[config.mk]
export PLATFORM = sky130hd
export DESIGN_NAME = piso_serial_tx
export DESIGN_NICKNAME = d
export VERILOG_FILES = /design/src/rtl/piso_serial_tx_pkg.sv /design/src/rtl/tx_bit_counter.sv /design/src/rtl/piso_serial_tx.sv
export SDC_FILE = /design/constraint.sdc
export NUM_CORES = 1
export LEC_CHECK = 0
export CORE_MARGIN = 2
export CORE_UTILIZATION = 51
export CTS_CLUSTER_DIAMETER = 200
export DETAILED_ROUTE_END_ITERATION = 8
export PLACE_DENSITY = 0.86
export SLEW_MARGIN = 20
export SYNTH_ARGS = -nofsm -noshare
export SYNTH_HDL_FRONTEND = slang
export SYNTH_SLANG_ARGS = --single-unit
[constraint.sdc]
create_clock -name clk -period 3.33 [get_ports clk]
set_input_delay 0.4995 -clock clk [delete_from_list [all_inputs] [get_ports clk]]
set_output_delay 0.4995 -clock clk [all_outputs]
set_load 0.02 [all_outputs]
[src/rtl/piso_serial_tx_pkg.sv]
// piso_serial_tx_pkg: shared state encoding, idle line level and counter-width helper
package piso_serial_tx_pkg;

  typedef logic state_t;

  localparam state_t IDLE       = 1'b0;
  localparam state_t SHIFT      = 1'b1;
  localparam logic   IDLE_LEVEL = 1'b0;

  function automatic int cnt_w(input int width);
    return $clog2(width);
  endfunction

endpackage

[src/rtl/tx_bit_counter.sv]
// tx_bit_counter: loadable down-counter with zero flag, saturating at zero
module tx_bit_counter #(
  parameter int W = 3
) (
  input  logic         clk,
  input  logic         rst_n,
  input  logic         load_i,
  input  logic [W-1:0] load_val_i,
  input  logic         dec_i,
  output logic [W-1:0] cnt_o,
  output logic         zero_o
);

  logic [W-1:0] cnt_q, cnt_d;

  assign zero_o = cnt_q == '0;
  assign cnt_o  = cnt_q;

  // next count: load wins, otherwise step down until zero and park there
  always_comb begin
    cnt_d = load_i ? load_val_i : (dec_i && !zero_o) ? cnt_q - 1'b1 : cnt_q;
  end

  // count register, cleared asynchronously
  always_ff @(posedge clk or negedge rst_n) begin
    if (!rst_n) cnt_q <= '0;
    else        cnt_q <= cnt_d;
  end

endmodule

[src/rtl/piso_serial_tx.sv]
// piso_serial_tx: parallel-in/serial-out transmitter, one WIDTH-bit frame per accepted word
module piso_serial_tx
  import piso_serial_tx_pkg::*;
#(
  parameter int WIDTH     = 8,
  parameter bit MSB_FIRST = 1'b1
) (
  input  logic             clk,
  input  logic             rst_n,
  input  logic [WIDTH-1:0] data_in,
  input  logic             load_valid,
  output logic             load_ready,
  output logic             ser_out,
  output logic             ser_valid,
  output logic             frame_start,
  output logic             done
);

  localparam int CW = cnt_w(WIDTH);
  localparam logic [CW-1:0] LAST_IDX = CW'(WIDTH - 1);

  state_t           state_q, state_d;
  logic [WIDTH-1:0] shreg_q, shreg_d, shifted;
  logic [CW-1:0]    cnt;
  logic             cnt_zero, busy, accept;

  assign busy       = state_q == SHIFT;
  assign load_ready = !busy || cnt_zero;
  assign accept     = load_valid && load_ready;
  assign shifted    = MSB_FIRST ? {shreg_q[WIDTH-2:0], 1'b0} : {1'b0, shreg_q[WIDTH-1:1]};

  tx_bit_counter #(.W(CW)) u_cnt (
    .clk        (clk),
    .rst_n      (rst_n),
    .load_i     (accept),
    .load_val_i (LAST_IDX),
    .dec_i      (busy && !accept),
    .cnt_o      (cnt),
    .zero_o     (cnt_zero)
  );

  // an accept in the last-bit cycle reloads directly, keeping frames gapless
  always_comb begin
    state_d = accept ? SHIFT : (busy && cnt_zero) ? IDLE : state_q;
    shreg_d = accept ? data_in : busy ? shifted : shreg_q;
  end

  // state and shift chain, cleared asynchronously so a reset aborts the frame at once
  always_ff @(posedge clk or negedge rst_n) begin
    if (!rst_n) begin
      state_q <= IDLE;
      shreg_q <= '0;
    end else begin
      state_q <= state_d;
      shreg_q <= shreg_d;
    end
  end

  assign ser_valid   = busy;
  assign frame_start = busy && cnt == LAST_IDX;
  assign done        = busy && cnt_zero;
  assign ser_out     = busy ? (MSB_FIRST ? shreg_q[WIDTH-1] : shreg_q[0]) : IDLE_LEVEL;

endmodule

==> impl_metrics.csv <==
group,metric,value,unit
power,power,0.000647,W
power,ir_worst_vdd,0.377,mV
timing,slew_headroom,59.7,%
timing,fin_crit,2.54,ns
routing,drc,0,
worst_hold_path,hp-class,"reg -> reg",
synthesis,synth_cells,61,
timing,timing.fmax,394,MHz
routing,routed_wl,1230,um
routing,drt_iter0_drc,14,
synthesis,ys_seq_area_share,42.0,%
floorplanning,start_util,55.0,%
timing,fin_crit_sh,76.3,%
grt,grt_util_met1,22.3,%
timing,slew_viol_final,0,
grt,grt_use_total,15.6,%
timing,hold_viol,0,
clock_network,root_buffer,"clkbuf_4",
grt,grt.busiest_layer,"met2",
clock_network,insertion_delay,0.26,ns
critical_path,end_kind,"primary output",
floorplanning,die_h,41.5,um
floorplanning,row_count,13,
grt,antenna_found_initial,0,
timing,setup_violations,0,
critical_path,path_class,"reg -> out",
critical_path,crit_arrival,2.04,ns
critical_path,worst-path-stages,5,
grt,overflow,0,
grt,grt_first_pass_wirelength,2100,um
worst_hold_path,worstHoldPathCells,1,
floorplanning,ioPinCount,16,
critical_path,path_cells,"inv_1, ha_1, nand2b_4, nand2_1, clkdlybuf4s50_1",
synthesis,yosys_warnings,0,
routing,first_pass_iters,4,
routing,drtAntennaViolNets,0,
routing,vias_per_cell,5.87,
synthesis,syn_area,716,um2
clock_network,clk_pin_slew,0.06,ns
synthesis,synthFlopType,"dfrtp_1",
grt,grtUsageMet3,3.04,%
cells_and_area,stdcell_count,90,
clock_network,hold_buffers,0,
timing,finalWorstSetupSlack,0.789,ns
synthesis,async_flop_share,100,%
synthesis,ys_ff_latch,12,
outcome,status,"finished clean",
critical_path,path_delay_family,"buffers and inverters",
critical_path,path_buf_inv,2,
critical_path,required,2.83,ns
clock_network,cts_setup_buffers,0,
critical_path,critPathMaxFanout,11,
synthesis,syn_nets,75,
synthesis,syn_avg_cell_area,11.7,um2
power,cellPowerDensity,745,nW/um2
job,drv_cap,0,
critical_path,slowest_delay,0.68,ns
timing,rsz0062_at_grt,"false",
place,place_congestion,0.668,
clock_network,postCtsResizedCells,0,
clock_network,cts.path.max_buffers,2,
timing,worst_pin_slew,0.604,ns
synthesis,synth-edff-count,0,
place,numPortBuffers,15,
cells_and_area,area_delta_synth_final,21.3,%
clock_network,cts_max_level,1,
routing,via_count,528,
place,dp_hpwl,867,um
critical_path,cp_slowest_cell,"clkdlybuf4s50_1",
floorplanning,core_area,1300,um2
floorplanning,dieWidth,41.5,um
power,leakagePower,0.418,nW
routing,wl_per_cell,13.7,um
cells_and_area,final_util,66.7,%
cells_and_area,num-fill-cells,115,
place,post-place-ws,1.07,ns
grt,grt_pass1_vias,469,
synthesis,synth_cell_types,27,
cells_and_area,antenna_cells,0,
clock_network,cts_tree,"yes",
grt,grt_max_degree,25,
place,dp_cells,87,
critical_path,rr_worst_depth,2,
clock_network,cts.sinks,12,
cells_and_area,drive_above_1_share,30.7,%
timing,finalSetupTns,0,ns
critical_path,startpoint_type,"flop",
floorplanning,dieArea,1720,um2
grt,grtUsageMet2,23.4,%
timing,skew,0.00354,ns
clock_network,cts_buffers,3,
cells_and_area,nNetsFinal,91,
## per-stage QoR
stage	instance area (um2)	hold slack, ns
6_report	868	0.536
5_1_grt	868	0.582
2_1_floorplan	716	0.204
4_1_cts	868	0.542
3_5_place_dp	846	0.531
3_3_place_gp	846	0.516
## area by class of cell
| class | instances | area [um2] | share of cell area (%) |
|---|---|---|---|
| multi-input cells | 41 | 362 | 41.6 |
| flip-flops and latches | 12 | 300 | 34.6 |
| repair buffers | 15 | 150 | 17.3 |
| clock buffers | 3 | 22.5 | 2.59 |
| well taps | 15 | 18.8 | 2.16 |
| inverters | 4 | 15.0 | 1.73 |
## registers in the layout (all words and copies together), names as in the netlist
signal / cells
shreg_q: 8
ser_valid: 1
u_cnt.cnt_o: 3
## metal layers
layer	part of all wire, %	up-vias
li1	-	257
met1	49	249
met2	44	20
met3	5.8	2
met4	0.97	0
met5	0	-
## where the power goes
| part | switching, W | internal, W | total, W |
|---|---|---|---|
| combinational | 0.000127 | 0.000172 | 0.000299 |
| sequential | 0.0000600 | 0.000204 | 0.000264 |
| clock | 0.0000426 | 0.0000417 | 0.0000843 |
## final timing paths
| kind | startpoint | to | slack (ns) |
|---|---|---|---|
| hold / removal | u_cnt.cnt_o[0] | u_cnt.cnt_o[0] | 0.54 |
| hold reg to reg | u_cnt.cnt_o[0] | u_cnt.cnt_o[0] | 0.54 |
| max in group asynchronous | rst_n | shreg_q[2] | 2.39 |
| setup / recovery | u_cnt.cnt_o[0] | load_ready | 0.79 |
| setup reg to reg | ser_valid | shreg_q[4] | 1.71 |
| min in group asynchronous | rst_n | shreg_q[0] | 0.58 |
## worst register-to-register path, cell delays in order (launching register included)
cell and delay, ns:
dfrtp_1 0.73, nand2_1 0.39, o221a_2 0.38
## logic make-up after synthesis
group,share of synthesized area (%)
multiplexers,1.40
flip-flops,42.0
buffers and inverters,7.52
AO/OA/AOI/OAI,26.4
adder cells (fa/ha/maj),5.25
AND/OR/NAND/NOR,17.5
## cell usage in the layout, fill, tap and decap left out
master and instances:
a211o_1 3, a211o_2 4, a211oi_1 1, a21bo_2 1, a31o_2 1, a31oi_1 2
and2_1 1, and2_2 1, and2b_1 1, and2b_2 1, and2b_4 2, and3_2 2
clkbuf_4 3, clkdlybuf4s50_1 15, dfrtp_1 12, ha_1 3, inv_1 4, mux2i_1 1
nand2_1 1, nand2b_4 1, nand3b_1 1, nor2_1 2, nor2b_1 2, nor3b_1 1
o21ai_0 1, o221a_2 7, or2b_1 1
## Yosys cell counts, types with 2 or more instances
| cell type | count | area [um2] |
|---|---|---|
| a211o_1 | 3 | 26.3 |
| a31oi_1 | 2 | 12.5 |
| o221a_2 | 7 | 78.8 |
| ha_1 | 3 | 37.5 |
| nor2b_1 | 2 | 12.5 |
| nor2_1 | 2 | 7.51 |
| and3_2 | 2 | 15.0 |
| dfrtp_1 | 12 | 300 |
| and2b_4 | 2 | 20.0 |
| a211o_2 | 4 | 40.0 |
| buf_6 | 3 | 33.8 |
| inv_1 | 4 | 15.0 |
Note: power is estimated with default switching activity, not from simulation.
